$ cat config.mk
export PLATFORM = sky130hd
export DESIGN_NAME = bitserial_alu_ctrl
export DESIGN_NICKNAME = d
export VERILOG_FILES = /design/src/rtl/cpu_pkg.sv /design/src/rtl/alu_slice_1bit.sv /design/src/rtl/bitserial_alu_ctrl.sv
export SDC_FILE = /design/constraint.sdc
export NUM_CORES = 1
export LEC_CHECK = 0
export BUFFER_PORTS_ARGS = -buffer_cell sky130_fd_sc_hd__buf_4
export CAP_MARGIN = 20
export CORE_AREA = 8 8 99 101
export CTS_CLUSTER_SIZE = 30
export DETAILED_ROUTE_END_ITERATION = 12
export DIE_AREA = 0 0 107 109
export GPL_TIMING_DRIVEN = 0
export PLACE_DENSITY_LB_ADDON = 0.2
export SKIP_LAST_GASP = 1
export SLEW_MARGIN = 40
export SYNTH_ARGS = -nofsm -noshare
export SYNTH_HDL_FRONTEND = slang
export SYNTH_SLANG_ARGS = --single-unit
$ cat constraint.sdc
create_clock -name clk -period 3.4 [get_ports clk]
set_input_delay 0.68 -clock clk [delete_from_list [all_inputs] [get_ports clk]]
set_output_delay 0.68 -clock clk [all_outputs]
set_load 0.02 [all_outputs]
$ cat src/rtl/cpu_pkg.sv
// Shared CPU definitions used by the bit-serial ALU controller.
//   ALUOP_*  : 4-bit alu_op codes {AInvert, BInvert, Operation[1:0]}
//   OP_*     : 2-bit Operation field that selects the slice output
//   state_t  : controller FSM states
//   is_legal_op / is_arith_op : alu_op decode helpers
package cpu_pkg;

   localparam logic [3:0] ALUOP_AND = 4'b0000;
   localparam logic [3:0] ALUOP_OR  = 4'b0001;
   localparam logic [3:0] ALUOP_ADD = 4'b0010;
   localparam logic [3:0] ALUOP_SUB = 4'b0110;
   localparam logic [3:0] ALUOP_SLT = 4'b0111;
   localparam logic [3:0] ALUOP_NOR = 4'b1100;

   localparam logic [1:0] OP_AND  = 2'b00;
   localparam logic [1:0] OP_OR   = 2'b01;
   localparam logic [1:0] OP_SUM  = 2'b10;
   localparam logic [1:0] OP_LESS = 2'b11;

   typedef enum logic [1:0] {S_IDLE, S_RUN, S_DONE} state_t;

   function automatic logic is_legal_op(input logic [3:0] op);
      case (op)
         ALUOP_AND, ALUOP_OR, ALUOP_ADD,
         ALUOP_SUB, ALUOP_SLT, ALUOP_NOR: is_legal_op = 1'b1;
         default:                         is_legal_op = 1'b0;
      endcase
   endfunction

   // Ops whose flags come from the adder (overflow is only meaningful here).
   function automatic logic is_arith_op(input logic [3:0] op);
      is_arith_op = (op == ALUOP_ADD) || (op == ALUOP_SUB) || (op == ALUOP_SLT);
   endfunction

endpackage

$ cat src/rtl/alu_slice_1bit.sv
// One-bit ALU slice: optional inversion of A/B, full adder, and a 4:1
// output mux (AND / OR / sum / less).
//   a, b         : operand bits
//   a_inv, b_inv : invert a / b before use
//   cin          : carry in
//   less         : value driven out for the LESS operation
//   op           : Operation field (OP_AND/OP_OR/OP_SUM/OP_LESS)
//   res          : selected output bit
//   cout, sum    : full-adder carry out and sum (always computed)
module alu_slice_1bit
   import cpu_pkg::*;
(
   input  logic       a,
   input  logic       b,
   input  logic       a_inv,
   input  logic       b_inv,
   input  logic       cin,
   input  logic       less,
   input  logic [1:0] op,
   output logic       res,
   output logic       cout,
   output logic       sum
);

   logic aa, bb;

   assign aa   = a ^ a_inv;
   assign bb   = b ^ b_inv;
   assign sum  = aa ^ bb ^ cin;
   assign cout = (aa & bb) | (aa & cin) | (bb & cin);

   always_comb begin
      res = 1'b0;
      case (op)
         OP_AND:  res = aa & bb;
         OP_OR:   res = aa | bb;
         OP_SUM:  res = sum;
         OP_LESS: res = less;
         default: res = 1'b0;
      endcase
   end

endmodule

$ cat src/rtl/bitserial_alu_ctrl.sv
// Bit-serial ALU controller: runs one alu_slice_1bit across a WIDTH-bit word,
// LSB first, one bit per clock, holding the ripple carry in a register and
// shifting result bits in from the MSB end.
//   clk, rst_n           : clock, async active-low reset
//   in_valid / in_ready  : request handshake (a, b, alu_op latched on accept)
//   out_valid / out_ready: result handshake
//   result, zero         : assembled result and result==0
//   carry_out, overflow  : adder carry out of MSB, signed overflow
//   op_err               : alu_op was not a legal code
module bitserial_alu_ctrl
   import cpu_pkg::*;
#(
   parameter int WIDTH = 24,
   parameter int CNT_W = 5
) (
   input  logic             clk,
   input  logic             rst_n,
   input  logic             in_valid,
   output logic             in_ready,
   input  logic [WIDTH-1:0] a,
   input  logic [WIDTH-1:0] b,
   input  logic [3:0]       alu_op,
   output logic             out_valid,
   input  logic             out_ready,
   output logic [WIDTH-1:0] result,
   output logic             zero,
   output logic             carry_out,
   output logic             overflow,
   output logic             op_err
);

   state_t             state;
   logic [CNT_W-1:0]   cnt;
   logic               carry;
   logic [WIDTH-1:0]   a_q, b_q, res_q;
   logic [3:0]         op_q;

   logic               s_res, s_cout, s_sum;
   logic               msb;
   logic [WIDTH-1:0]   res_shift;
   logic               ovf_raw;

   alu_slice_1bit u_slice (
      .a     (a_q[cnt]),
      .b     (b_q[cnt]),
      .a_inv (op_q[3]),
      .b_inv (op_q[2]),
      .cin   (carry),
      .less  (1'b0),
      .op    (op_q[1:0]),
      .res   (s_res),
      .cout  (s_cout),
      .sum   (s_sum)
   );

   assign msb       = (cnt == CNT_W'(WIDTH-1));
   assign res_shift = {s_res, res_q[WIDTH-1:1]};
   // carry register still holds the carry into the MSB on the MSB edge
   assign ovf_raw   = carry ^ s_cout;

   assign in_ready  = (state == S_IDLE) || ((state == S_DONE) && out_ready);
   assign result    = res_q;
   assign zero      = (res_q == '0);

   always_ff @(posedge clk or negedge rst_n) begin
      if (!rst_n) begin
         state     <= S_IDLE;
         cnt       <= '0;
         carry     <= 1'b0;
         a_q       <= '0;
         b_q       <= '0;
         op_q      <= '0;
         res_q     <= '0;
         carry_out <= 1'b0;
         overflow  <= 1'b0;
         op_err    <= 1'b0;
         out_valid <= 1'b0;
      end else begin
         case (state)
            S_IDLE: begin
               if (in_valid) begin
                  a_q   <= a;
                  b_q   <= b;
                  op_q  <= alu_op;
                  cnt   <= '0;
                  carry <= alu_op[2];
                  state <= S_RUN;
               end
            end

            S_RUN: begin
               carry <= s_cout;
               cnt   <= cnt + 1'b1;
               if (!msb) begin
                  res_q <= res_shift;
               end else begin
                  state     <= S_DONE;
                  out_valid <= 1'b1;
                  if (!is_legal_op(op_q)) begin
                     res_q     <= '0;
                     carry_out <= 1'b0;
                     overflow  <= 1'b0;
                     op_err    <= 1'b1;
                  end else begin
                     carry_out <= s_cout;
                     overflow  <= is_arith_op(op_q) & ovf_raw;
                     op_err    <= 1'b0;
                     // SLT: sign of (a-b) corrected by overflow gives a<b
                     if (op_q[1:0] == OP_LESS)
                        res_q <= {{(WIDTH-1){1'b0}}, s_sum ^ ovf_raw};
                     else
                        res_q <= res_shift;
                  end
               end
            end

            S_DONE: begin
               if (out_ready) begin
                  out_valid <= 1'b0;
                  if (in_valid) begin
                     a_q   <= a;
                     b_q   <= b;
                     op_q  <= alu_op;
                     cnt   <= '0;
                     carry <= alu_op[2];
                     state <= S_RUN;
                  end else begin
                     state <= S_IDLE;
                  end
               end
            end

            default: state <= S_IDLE;
         endcase
      end
   end

endmodule

# Word-level counts from Yosys, hierarchy flattened
# Index checks and enable logic that the tools add are counted.
# op_classes
n_lt_le_gt_ge	1
reduce_logical	17
n_mux	37
n_mul	0
add_sub_neg	1
shifts	0
bitwise	13
n_eq_ne	14
div	0
# ops
operator	count
two-way mux 24 bit	7
one-hot mux 24 bit (2 select lines)	2
logical NOT 24 bit	1
one-hot mux 5 bit (3 select lines)	1
two-way mux 1 bit	13
binary-select mux 1 bit (select 5 bit)	2
two-way mux 5 bit	2
== test 4 x 3 -> 1 bit (second input constant)	2
two-way mux 4 bit	2
one-hot mux 4 bit (2 select lines)	1
== test 2 bit (second input constant)	3
< comparator 5 x 6 -> 1 bit (second input constant)	1
two-way mux 2 bit	3
inequality test 2 bit (second input constant)	3
one-hot mux 2 bit (3 select lines)	1
AND reduction 2 bit	3
AND reduction 3 bit	2
OR reduction 6 bit	1
bitwise XOR 1 bit	6
adder 5 x 1 -> 5 bit (second input constant)	1
== test 5 bit (second input constant)	1
bitwise AND 1 bit	4
== test 2 x 1 -> 1 bit (second input constant)	2
== test 4 x 1 -> 1 bit (second input constant)	1
12 further kinds	18
# totals
output_inout_bits	30
mem_bits_rw	0
romBits	0
latchBits	0
input_bits	56
regBits	88
memories	0

# Longest topological paths before layout
# Gate-level depths: netlist of run 1.
# logic_depth
depth_word	11
ltp_mapped	12
mapped_depth_nobuf	10

# Cells and area by module
# From an unflattened synthesis of run 1, not the netlist that was laid out.
# unflattened
hier_cells	283
area_unflattened_um2	3981.3
# by_module_without_submodules
mod	area_each_um2	cells_each	instances	seq_area_each_um2
bitserial_alu_ctrl	3873.7	271	1	2202.1
alu_slice_1bit	107.6	12	1	0.0

# Least setup slack after synthesis of run 1
# OpenSTA, ideal clock, no wires.
# synth_path
path_type	reg2reg
from	register cnt[0]
to	register res_q[23] (netlist: result[23])
t_arrival_ps	2519
required_ps	3273
path_stages_with_launch	11
path_buffers	1
slack_ps	754
synth_period_minus_slack_ps	2646
path_cell_list	dfrtp_1 -> buf_2 -> mux4_2 -> mux2_2 -> a32o_1 -> a211o_1 -> ha_1 -> xnor2_1 -> nor2_1 -> o21ai_0 -> o21ai_0
# synth_between
elab_chain_cells	9
# synth_lines
item	line_no	source
start: declaration	bitserial_alu_ctrl.sv:33	logic [CNT_W-1:0] cnt;
start signal: assignment	bitserial_alu_ctrl.sv:93	cnt <= cnt + 1'b1;
binary-select mux 1 bit (select 5 bit) (on tied branches)	bitserial_alu_ctrl.sv:44, bitserial_alu_ctrl.sv:45	
two-way mux 1 bit (on tied branches)	bitserial_alu_ctrl.sv:44, bitserial_alu_ctrl.sv:45	
bitwise XOR 1 bit (on tied branches)	alu_slice_1bit.sv:27, alu_slice_1bit.sv:28	
bitwise XOR 1 bit (2 in series)	alu_slice_1bit.sv:29	assign sum = aa ^ bb ^ cin;
one-hot mux 1 bit (4 select lines)	alu_slice_1bit.sv:34	case (op)
two-way mux 24 bit	bitserial_alu_ctrl.sv:109	if (op_q[1:0] == OP_LESS)
two-way mux 24 bit	bitserial_alu_ctrl.sv:99	if (!is_legal_op(op_q)) begin
two-way mux 24 bit *	bitserial_alu_ctrl.sv:94	if (!msb) begin
end signal: assignment	bitserial_alu_ctrl.sv:95	res_q <= res_shift;
end signal: assignment	bitserial_alu_ctrl.sv:110	res_q <= {{(WIDTH-1){1'b0}}, s_sum ^ ovf_raw};
end signal: assignment	bitserial_alu_ctrl.sv:112	res_q <= res_shift;
end: declaration	bitserial_alu_ctrl.sv:35	logic [WIDTH-1:0] a_q, b_q, res_q;
# Mark *: on every way between the ends. The rest lies on a longest branch, timed or not. The select of a mux whose other input is x is not followed.
# A chain may end at the register's enable or synchronous reset.

# Worst setup path in the final report of run 1
# layout_path
from	register cnt[1]
to	register res_q[23] (netlist: result[23])
# Same word-level chain as after synthesis.

==> summary.log, run 1 <==
INFO  status         status=finished clean
INFO  power_and_ir_drop netSwitchingFraction=40.8%
INFO  sta            post-route-period-util=86.7%
INFO  flow_run       max-cap-violations=0
INFO  floorplanning  io_pins=86
INFO  power_and_ir_drop switchingPower=2.06mW
INFO  global_routing number_of_antenna_violations_at_the_first_check_in_global_routing=0
INFO  global_routing grt_most_used_layer=met2
INFO  setup_path     crit_path_max_fanout=10
INFO  route          postRouteAntennaNets=0
INFO  layout         highest_count_cells_in_the_layout_ignoring_fill_and_taps=nand2_1, dfrtp_1, buf_4, a22o_1, clkbuf_1
INFO  sta            fin_worst_hold_slack=0.357ns
INFO  global_routing grt_pass1_wl=16,400um
INFO  power_and_ir_drop leakage=2.58nW
INFO  yosys          syn_nets=478
INFO  setup_path     required=3.64ns
INFO  floorplanning  floorplan.initialDensity=47.7%
INFO  placed_design  post-dp-hpwl=7200um
INFO  placed_design  gpl.final_weighted_congestion=0.867
INFO  floorplanning  dieArea=11,700um2
INFO  route          drt_first_pass_iters=4
INFO  sta            report.final.hold_viol_count=0
INFO  sta            finalSetupTns=0ns
INFO  yosys          synth_top_flop_cell=dfrtp_1
INFO  power_and_ir_drop p_seq_share=37.1%
INFO  route          route.detailed.wl_per_inst=15.6um
INFO  sta            tightestPinTransition=0.681ns
INFO  layout         mostFrequentLayoutCell=nand2_1
INFO  route          post_drt_via_cell_ratio=5.23
INFO  clocking       postCtsSetupBuffers=0
INFO  layout         layout.nets=574
INFO  yosys          post_synth_num_cell_types=39
INFO  power_and_ir_drop irDropWorstVdd=0.000380V
INFO  clocking       cts-buffers-inserted=9
INFO  route          routed_wl=9830um
INFO  global_routing grt.met2_usage=29.3%
INFO  global_routing grt_util_all_layers=17.7%
INFO  sta            final_max_slew_viol_count=0
INFO  setup_path     endpoint_kind=register
INFO  sta            setup_viol_count_final=0
INFO  global_routing gr-total-overflow=0
INFO  placed_design  port_buffers=85
INFO  clocking       ctsHtreeMaxLevel=3
INFO  floorplanning  die-width=107um
INFO  yosys          synthesis.instances=420
INFO  yosys          synth_area_per_cell=9.53um2
INFO  global_routing grt_use_met3=5.44%
INFO  sta            slew-limit-headroom=54.6%
INFO  floorplanning  core_rows=34
INFO  setup_path     worst-endpoint-arrival=3.19ns
INFO  clocking       clk_path_buf_depth=2
INFO  yosys          ys_ff_latch=88
INFO  sta            worst_slack=0.454ns
INFO  yosys          async_flop_share=100%
INFO  route          detailroute.via_count=3,289
INFO  layout         insertedDiodeCount=0
INFO  route          drt_iter0_markers=139
INFO  global_routing vias_in_the_first_global_route=3,429
INFO  global_routing maximum_number_of_pins_on_one_net_before_global_route_repair=89
INFO  setup_path     crit_path_start_kind=register
INFO  clocking       number_of_sinks_handled_by_clock_tree_synthesis=88
INFO  clocking       cts_repair_resize_count=0
INFO  power_and_ir_drop power_frac_comb=46.6%
INFO  sta            period_minus_slack=2.95ns
INFO  power_and_ir_drop pwr_density_cell=1010nW/um2
INFO  clocking       hold_buffers=0
INFO  sta            grt_setup_unrepaired=false
INFO  placed_design  placement.setup.worst_slack=0.443ns
INFO  floorplanning  design.core.area=8380um2
INFO  min_path       worstHoldPathType=input port to asynchronous set/reset pin
INFO  clocking       cts_root_buf=clkbuf_8
INFO  yosys          syn_area=4000um2
INFO  sta            f_max=339MHz
INFO  setup_path     critPathKind=register to register
INFO  layout         signed_area_change_from_the_synthesized_netlist_to_the_final_layout=25.1%
INFO  power_and_ir_drop p_int=2.99mW
INFO  yosys          edff_count_synth=0
INFO  floorplanning  die_h=109um
INFO  yosys          synth.yosys.seq_area_share=55.0%
INFO  layout         drive_gt1_share=22.5%
INFO  route          drc=0
INFO  sta            fin_skew=0.00740ns
INFO  clocking       cts.clk_slew.worst_paths=0.09ns
INFO  power_and_ir_drop pwr-share-clk=16.3%
INFO  global_routing grtUsageMet1=21.6%
INFO  yosys          ys.warnings.count=0
INFO  clocking       tritoncts=yes
INFO  clocking       clock_latency=0.36ns
[synthesized netlist by cell type (all sizes together), types with 6 or more instances]
library cell / instances / area, um2
o21ai: 10 / 50.1
nor2: 11 / 41.3
nand2: 167 / 627
buf: 7 / 31.3
nor4: 6 / 37.5
clkbuf: 16 / 60.1
dfrtp: 88 / 2200
mux2i: 14 / 140
a21oi: 10 / 50.1
nor2b: 6 / 37.5
a22o: 22 / 193
[power groups by stage]
stage	sequential, mW	clock, mW	combinational [mW]
floorplan	1.96	0	1.53
global placement	1.88	0	2.30
detailed placement	1.90	0	2.36
CTS	1.88	0.831	2.38
global route	1.94	0.883	2.64
finish	1.88	0.822	2.35
[path summary, 6_finish.rpt]
check,startpoint,to,slack (ns),depth (start not counted)
max,cnt[1]$_DFFE_PN0P_,result[23]$_DFFE_PN0P_,0.45,12
min,rst_n,result[19]$_DFFE_PN0P_,0.36,1
max reg2reg,cnt[1]$_DFFE_PN0P_,result[23]$_DFFE_PN0P_,0.45,12
min reg2reg,a_q[10]$_DFFE_PN0P_,a_q[10]$_DFFE_PN0P_,0.48,2
max in group asynchronous,rst_n,a_q[12]$_DFFE_PN0P_,2.57,1
min in group clk,a_q[10]$_DFFE_PN0P_,a_q[10]$_DFFE_PN0P_,0.48,2
[routing by layer]
layer	part of all wire, %	vias up
li1	-	1607
met1	44	1585
met5	0	-
met3	6.5	12
met2	48	85
met4	1.5	0
[critical path, stage by stage (launching register included)]
cell	delay (ns)
dfrtp_1	0.35
buf_2	0.24
buf_2	0.32
mux4_2	0.36
mux2_2	0.27
nand2_1	0.08
a31oi_1	0.11
or2_2	0.33
ha_1	0.31
xnor2_1	0.16
nor2_1	0.05
o21ai_0	0.16
o21ai_0	0.10
[kinds of logic (layout without fill, tap and decap cells)]
kind of cell	count (synthesis)	in the layout	share of synthesized area, %
AO/OA/AOI/OAI	60	60	10.9
XOR/XNOR	4	4	0.876
adder cells (fa/ha/maj)	2	2	0.625
buffers and inverters	28	129	2.75
flip-flops	88	88	55.0
multiplexers	23	23	7.44
AND/OR/NAND/NOR	215	215	22.3
[registers in the layout, summed over array words and instances, names as in the netlist]
| name | count |
|---|---|
| a_q | 24 |
| b_q | 24 |
| carry | 1 |
| carry_out | 1 |
| cnt | 5 |
| op_err | 1 |
| op_q | 4 |
| out_valid | 1 |
| overflow | 1 |
| result | 24 |
| state | 2 |
[through the flow]
stage          power, mW  util [%]  instances  area, um2
2_1_floorplan       3.49         -        420       4000
3_3_place_gp        4.18      57.0        613       4770
3_5_place_dp        4.26      57.0        613       4780
4_1_cts             5.08      59.7        629       5000
5_1_grt             5.46      59.7        629       5010
6_report            5.05      59.7        629       5010
[area by class of cell]
type,count,area [um2]
Buffer,23,91.3
Clock buffer,9,124
Clock inverter,7,103
Fill cell,718,3370
Inverter,5,18.8
Multi-Input combinational cell,304,1690
Sequential cell,88,2200
Tap cell,108,135
Timing Repair Buffer,85,644
(Power assumes the default switching activity.)
==> run 2, diff against run 1 <==
- RECOVER_POWER: unset -> 25
==> run 2 against run 1 <==
Effect of this change:
- the flow now finishes with violations (capacitance limit, slew limit)
- wire length down 0.47%
- combinational power about the same
- non-clock buffer count did not move
- hold slack improved by 0.12 ns
- fmax fell by 0.83%
- largest cell class unchanged
- highest routed layer unchanged
==> summary.log, run 2 (synthesis gave the netlist of run 1 again) <==
INFO  sta            setup_viol_count_final=0
INFO  global_routing vias_in_the_first_global_route=3,429
INFO  clocking       cts_repair_resize_count=0
INFO  setup_path     regToRegSetupSlack=0.43ns
INFO  sta            finalSetupTns=0ns
INFO  clocking       tritoncts=yes
INFO  power_and_ir_drop p_seq_share=37.2%
INFO  setup_path     crit_path_max_fanout=10
INFO  floorplanning  core_rows=34
INFO  layout         design_area=5000um2
INFO  route          drt_first_pass_iters=4
INFO  clocking       postCtsSetupBuffers=0
INFO  route          detailroute.via_count=3,286
INFO  sta            fin_skew=0.00985ns
INFO  route          route.detailed.wl_per_inst=15.6um
INFO  min_path       worstHoldStart=b_q[8]$_DFFE_PN0P_
INFO  route          highest-signal-layer=met4
INFO  route          post_drt_via_cell_ratio=5.22
INFO  route          drc=0
INFO  layout         mostFrequentLayoutCell=nand2_1
INFO  layout         drive_gt1_share=22.5%
INFO  clocking       hold_buffers=0
INFO  route          routed_wl=9790um
INFO  floorplanning  floorplan.initialDensity=47.7%
INFO  setup_path     worstReg2RegEnd=result[23]$_DFFE_PN0P_
INFO  floorplanning  design.core.area=8380um2
INFO  global_routing maximum_number_of_pins_on_one_net_before_global_route_repair=89
INFO  floorplanning  die_h=109um
INFO  sta            f_max=337MHz
INFO  layout         layout.nets=574
INFO  sta            grt_setup_unrepaired=false
INFO  sta            final_max_slew_viol_count=89
INFO  placed_design  post-dp-hpwl=7200um
INFO  clocking       cts.clk_slew.worst_paths=0.10ns
INFO  sta            slew-limit-headroom=-40.0%
INFO  route          postRouteAntennaNets=0
INFO  global_routing gr-total-overflow=0
INFO  placed_design  port_buffers=85
INFO  status         status=complete, but fails checks
INFO  clocking       cts_root_buf=clkbuf_8
INFO  power_and_ir_drop irDropWorstVdd=0.000380V
INFO  power_and_ir_drop pwr-share-clk=16.2%
INFO  sta            post-route-period-util=87.4%
INFO  clocking       cts-buffers-inserted=9
INFO  layout         signed_area_change_from_the_synthesized_netlist_to_the_final_layout=24.9%
INFO  placed_design  gpl.final_weighted_congestion=0.867
INFO  sta            tightestPinTransition=2.10ns
INFO  global_routing grt_util_all_layers=17.7%
INFO  setup_path     required=3.64ns
INFO  setup_path     regToRegStartpoint=cnt[0]$_DFFE_PN0P_
INFO  min_path       worstHoldEndpoint=b_q[8]$_DFFE_PN0P_
INFO  route          drt_iter0_markers=132
INFO  power_and_ir_drop p_int=2.99mW
INFO  global_routing number_of_antenna_violations_at_the_first_check_in_global_routing=0
INFO  status         violations=capacitance limit, slew limit
INFO  setup_path     critPathKind=register to register
INFO  power_and_ir_drop netSwitchingFraction=40.7%
INFO  clocking       ctsHtreeMaxLevel=3
INFO  placed_design  detailed_place.area=4780um2
INFO  floorplanning  io_pins=86
INFO  setup_path     crit_path_start_kind=register
INFO  clocking       clock_latency=0.36ns
INFO  flow_run       max-cap-violations=1
INFO  power_and_ir_drop leakage=2.57nW
INFO  clocking       number_of_sinks_handled_by_clock_tree_synthesis=88
INFO  setup_path     endpoint_kind=register
INFO  power_and_ir_drop power_frac_comb=46.6%
INFO  global_routing grt_pass1_wl=16,400um
INFO  route          post_route_met1_wirelength=4240um
INFO  min_path       worstHoldPathType=register to register
INFO  layout         insertedDiodeCount=0
INFO  route          route.met2.wl=4730um
INFO  sta            period_minus_slack=2.97ns
INFO  floorplanning  dieArea=11,700um2
INFO  layout         highest_count_cells_in_the_layout_ignoring_fill_and_taps=nand2_1, dfrtp_1, buf_4, a22o_1, clkbuf_1
INFO  sta            report.final.hold_viol_count=0
INFO  power_and_ir_drop switchingPower=2.05mW
INFO  sta            fin_worst_hold_slack=0.479ns
INFO  route          dr_wl_met3=658um
INFO  setup_path     worst-endpoint-arrival=3.21ns
INFO  power_and_ir_drop pwr_density_cell=1010nW/um2
INFO  floorplanning  die-width=107um
INFO  clocking       clk_path_buf_depth=2
INFO  setup_path     reg2regPathDepth=12
INFO  min_path       hold_path_depth=2
[run 2: cell counts in the layout (fill, tap and decap cells not counted)]
No cell type changed its count.
[run 2: stage by stage]
step,power [mW],setup WS [ns],util (%),std cells
global route,5.46,0.189,59.6,629
CTS,5.08,0.410,59.7,629
floorplan,3.49,0.754,-,420
finish,5.04,0.429,59.6,629
global placement,4.18,0.500,57.0,613
detailed placement,4.26,0.443,57.0,613
[run 2: power groups by stage]
stage	registers [mW]	logic, mW	clock network [mW]
3_3_place_gp	1.88	2.30	0
6_report	1.87	2.35	0.818
4_1_cts	1.88	2.38	0.831
5_1_grt	1.94	2.64	0.883
2_1_floorplan	1.96	1.53	0
3_5_place_dp	1.90	2.36	0
[run 2: worst max-delay path by stage]
stage                                  end               start  cells after the start  slack, ns
floorplan           result[23]$_DFFE_PN0P_  cnt[0]$_DFFE_PN0P_                     10       0.75
global placement    result[23]$_DFFE_PN0P_  cnt[0]$_DFFE_PN0P_                     12       0.50
detailed placement  result[23]$_DFFE_PN0P_  cnt[0]$_DFFE_PN0P_                     12       0.44
CTS                 result[23]$_DFFE_PN0P_  cnt[0]$_DFFE_PN0P_                     12       0.41
global route        result[23]$_DFFE_PN0P_  cnt[0]$_DFFE_PN0P_                     12       0.19
finish              result[23]$_DFFE_PN0P_  cnt[0]$_DFFE_PN0P_                     12       0.43
[run 2: final cells by class]
type                    count  area [um2]
fillers                   718        3380
flip-flops and latches     88        2200
multi-input cells         304        1690
repair buffers             85         636
well taps                 108         135
clock buffers               9         124
clock inverters             7         103
plain buffers              23        91.3
inverters                   5        18.8
[run 2: critical path, stage by stage, from the launching register on]
cell,delay [ns]
dfrtp_1,0.36
buf_2,0.29
buf_2,0.35
mux2i_1,0.13
a22oi_1,0.23
nand3_1,0.16
and4_1,0.27
or2_2,0.29
ha_1,0.31
xnor2_1,0.16
nor2_1,0.05
o21ai_0,0.16
o21ai_0,0.10
[run 2: layer usage]
| metal | global-route usage (%) | up-vias |
|---|---|---|
| li1 | - | 1605 |
| met3 | 5.44 | 14 |
| met4 | 5.73 | 0 |
| met1 | 21.6 | 1573 |
| met5 | 0 | - |
| met2 | 29.3 | 94 |
==> run 3, diff against run 2 <==
- SYNTH_HIERARCHICAL: unset -> 1
==> run 3 against run 2 <==
Effect of this change:
- the flow still finishes with violations (capacitance limit, slew limit)
- synthesized cell count decreased by 33%
- register-to-register slack worse by 0.41 ns
- global-route usage down 2.3 points
- die area stayed put
- non-clock buffer count rose by 3
- sequential cell count unchanged
- critical path type unchanged
- clock skew increased by 0.0075 ns
- largest cell class unchanged
- hold slack better by 0.011 ns
- cell area increased by 2.5%
- power increased by 10%
- sequential share of layout area fell by 1.1 points
==> summary.log, run 3 <==
INFO  floorplanning  die_h=109um
INFO  yosys          synth_commonest_cells=dfrtp_1, mux2_2, a22o_1
INFO  layout         number_of_cells_in_the_finished_layout_apart_from_fillers=503
INFO  yosys          post_synth_main_area_contributors=dfrtp_1, mux2_2, mux4_2
INFO  sta            slew-limit-headroom=-40.8%
INFO  yosys          synthesis.instances=283
INFO  route          route.detailed.wl_per_inst=17.2um
INFO  power_and_ir_drop tot_pwr=5.55mW
INFO  setup_path     crit_path_max_fanout=5
INFO  power_and_ir_drop pwr_density_cell=1080nW/um2
INFO  clocking       cts_root_buf=clkbuf_8
INFO  clocking       tritoncts=yes
INFO  layout         layout.nets=450
INFO  route          post_drt_via_cell_ratio=5.41
INFO  floorplanning  dieArea=11,700um2
INFO  global_routing number_of_antenna_violations_at_the_first_check_in_global_routing=0
INFO  min_path       worstHoldStart=overflow$_DFFE_PN0P_
INFO  global_routing grt_pass1_wl=14,300um
INFO  global_routing vias_in_the_first_global_route=2,878
INFO  power_and_ir_drop leakage=2.38nW
INFO  setup_path     endpoint_kind=register
INFO  sta            fin_skew=0.0173ns
INFO  layout         signed_area_change_from_the_synthesized_netlist_to_the_final_layout=28.7%
INFO  route          drt_first_pass_iters=4
INFO  layout         design_area=5120um2
INFO  setup_path     required=3.66ns
INFO  layout         area_of_the_multi_input_gates=1690um2
INFO  setup_path     worstReg2RegEnd=result[23]$_DFFE_PN0P_
INFO  global_routing grt_use_met3=4.67%
INFO  clocking       clock_latency=0.37ns
INFO  clocking       ctsHtreeMaxLevel=3
INFO  status         violations=capacitance limit, slew limit
INFO  sta            post-route-period-util=99.3%
INFO  yosys          synth_top_flop_cell=dfrtp_1
INFO  layout         seqCellArea=2200um2
INFO  setup_path     regToRegStartpoint=cnt[0]$_DFFE_PN0P_
INFO  sta            grt_setup_unrepaired=true
INFO  setup_path     critPathKind=register to register
INFO  clocking       hold_buffers=0
INFO  global_routing grtUsageMet1=20.0%
INFO  floorplanning  floorplan.initialDensity=47.5%
INFO  layout         insertedDiodeCount=0
INFO  sta            f_max=296MHz
INFO  min_path       worstHoldEndpoint=overflow$_DFFE_PN0P_
INFO  min_path       hold_path_depth=2
INFO  yosys          syn_area=3980um2
INFO  yosys          proportion_of_netlist_area_held_by_the_largest_area_contributor=55.3%
INFO  floorplanning  die-width=107um
INFO  route          postRouteAntennaNets=0
INFO  setup_path     regToRegSetupSlack=0.02ns
INFO  layout         highest_count_cells_in_the_layout_ignoring_fill_and_taps=buf_4, dfrtp_1, mux2_2, a22o_1, nand2_1
INFO  flow_run       max-cap-violations=1
INFO  route          routed_wl=8660um
INFO  setup_path     crit_path_start_kind=register
INFO  sta            final_max_slew_viol_count=89
INFO  yosys          edff_count_synth=0
INFO  global_routing grt_most_used_layer=met2
INFO  route          drc=0
INFO  yosys          synthDominantAreaCellType=dfrtp_1
INFO  global_routing grt.met2_usage=24.3%
INFO  sta            period_minus_slack=3.38ns
INFO  layout         drive_gt1_share=49.4%
INFO  layout         num-fill-cells=682
INFO  yosys          synth.yosys.seq_area_share=55.3%
INFO  placed_design  port_buffers=85
INFO  sta            report.final.hold_viol_count=0
INFO  sta            tightestPinTransition=2.11ns
INFO  min_path       worstHoldPathType=register to register
INFO  yosys          ys_ff_latch=88
INFO  yosys          synth_most_common_cell=dfrtp_1
INFO  yosys          ys.warnings.count=6
INFO  placed_design  post-place-cells=476
INFO  floorplanning  core_rows=34
INFO  yosys          post_synth_num_cell_types=42
INFO  clocking       number_of_sinks_handled_by_clock_tree_synthesis=88
INFO  global_routing maximum_number_of_pins_on_one_net_before_global_route_repair=89
INFO  route          drt_iter0_markers=85
INFO  clocking       cts.clk_slew.worst_paths=0.09ns
INFO  global_routing grt_util_all_layers=15.4%
INFO  setup_path     reg2regPathDepth=13
INFO  power_and_ir_drop irDropWorstVdd=0.000379V
INFO  floorplanning  io_pins=86
INFO  yosys          syn_nets=343
INFO  status         status=complete, but fails checks
INFO  layout         mostFrequentLayoutCell=buf_4
INFO  global_routing gr-total-overflow=0
INFO  clocking       cts-buffers-inserted=9
INFO  yosys          synth_area_per_cell=14.1um2
INFO  placed_design  post-dp-hpwl=6290um
INFO  floorplanning  design.core.area=8380um2
INFO  yosys          async_flop_share=100%
INFO  route          detailroute.via_count=2,719
INFO  clocking       clk_path_buf_depth=2
INFO  sta            setup_viol_count_final=0
INFO  setup_path     worst-endpoint-arrival=3.64ns
INFO  placed_design  detailed_place.area=4760um2
INFO  placed_design  gpl.final_weighted_congestion=0.736
run 3: per-stage QoR:
step           setup WS, ns  hold slack, ns  util [%]  TNS, ns
3_5_place_dp        -0.0110           0.481      56.8  -0.0110
4_1_cts              0.0163           0.401      60.2        0
6_report             0.0229           0.490      61.1        0
5_1_grt             -0.0692           0.489      61.1   -0.105
3_3_place_gp         0.0909           0.471      56.7        0
2_1_floorplan         0.318           0.384         -        0
run 3: worst max-delay path by stage:
stage | start | end | slack (ns) | depth (start not counted)
final | cnt[0]$_DFFE_PN0P_ | result[23]$_DFFE_PN0P_ | 0.02 | 13
after global routing | cnt[0]$_DFFE_PN0P_ | result[23]$_DFFE_PN0P_ | -0.07 | 13
after CTS | cnt[1]$_DFFE_PN0P_ | result[23]$_DFFE_PN0P_ | 0.02 | 11
after detailed placement | cnt[0]$_DFFE_PN0P_ | result[0]$_DFFE_PN0P_ | -0.01 | 14
after global placement | cnt[0]$_DFFE_PN0P_ | result[0]$_DFFE_PN0P_ | 0.09 | 14
after floorplan | cnt[0]$_DFFE_PN0P_ | result[23]$_DFFE_PN0P_ | 0.32 | 12
run 3: logic make-up after synthesis:
kind of cell | synth area share, %
flops | 55.3
mux | 23.5
compound gates | 9.40
simple gates | 5.44
buf+inv | 3.49
xor+xnor | 1.32
fa+ha+maj | 1.45
other cells | 0.0942
run 3: worst max-delay path: stages, from the launching register on:
cell	delay (ns)
dfrtp_1	0.38
buf_6	0.14
buf_12	0.11
buf_6	0.09
mux4_2	0.49
nand2b_4	0.15
a32oi_2	0.20
o32ai_2	0.12
xor2_1	0.21
inv_1	0.11
fa_2	0.58
inv_2	0.04
mux4_2	0.46
a22o_1	0.19
run 3: layer usage:
metal | part of all wire [%] | vias to the layer above
met3 | 5.2 | 8
li1 | - | 1271
met2 | 48 | 56
met1 | 46 | 1384
met5 | 0 | -
met4 | 0.70 | 0
run 3: final cells by class:
type	count	share of cell area [%]
buffer	15	1.88
clock buffer	10	2.69
clock inverter	6	1.95
inverter	12	0.879
multi-input combinational	168	32.9
sequential	88	43.0
tap	108	2.64
timing repair buffer	96	14.1
run 3: repair_timing:
item / in CTS / in global routing
resized for setup: 2 / 9
endpoints found under the setup margin: 2 / 2
setup buffers: 5 / 6
pin swaps: 1 / 7
run 3: power by group:
| part | internal (mW) | switching, mW | total [mW] |
|---|---|---|---|
| combinational | 1.56 | 1.20 | 2.76 |
| clock | 0.447 | 0.400 | 0.847 |
| sequential | 1.55 | 0.392 | 1.94 |
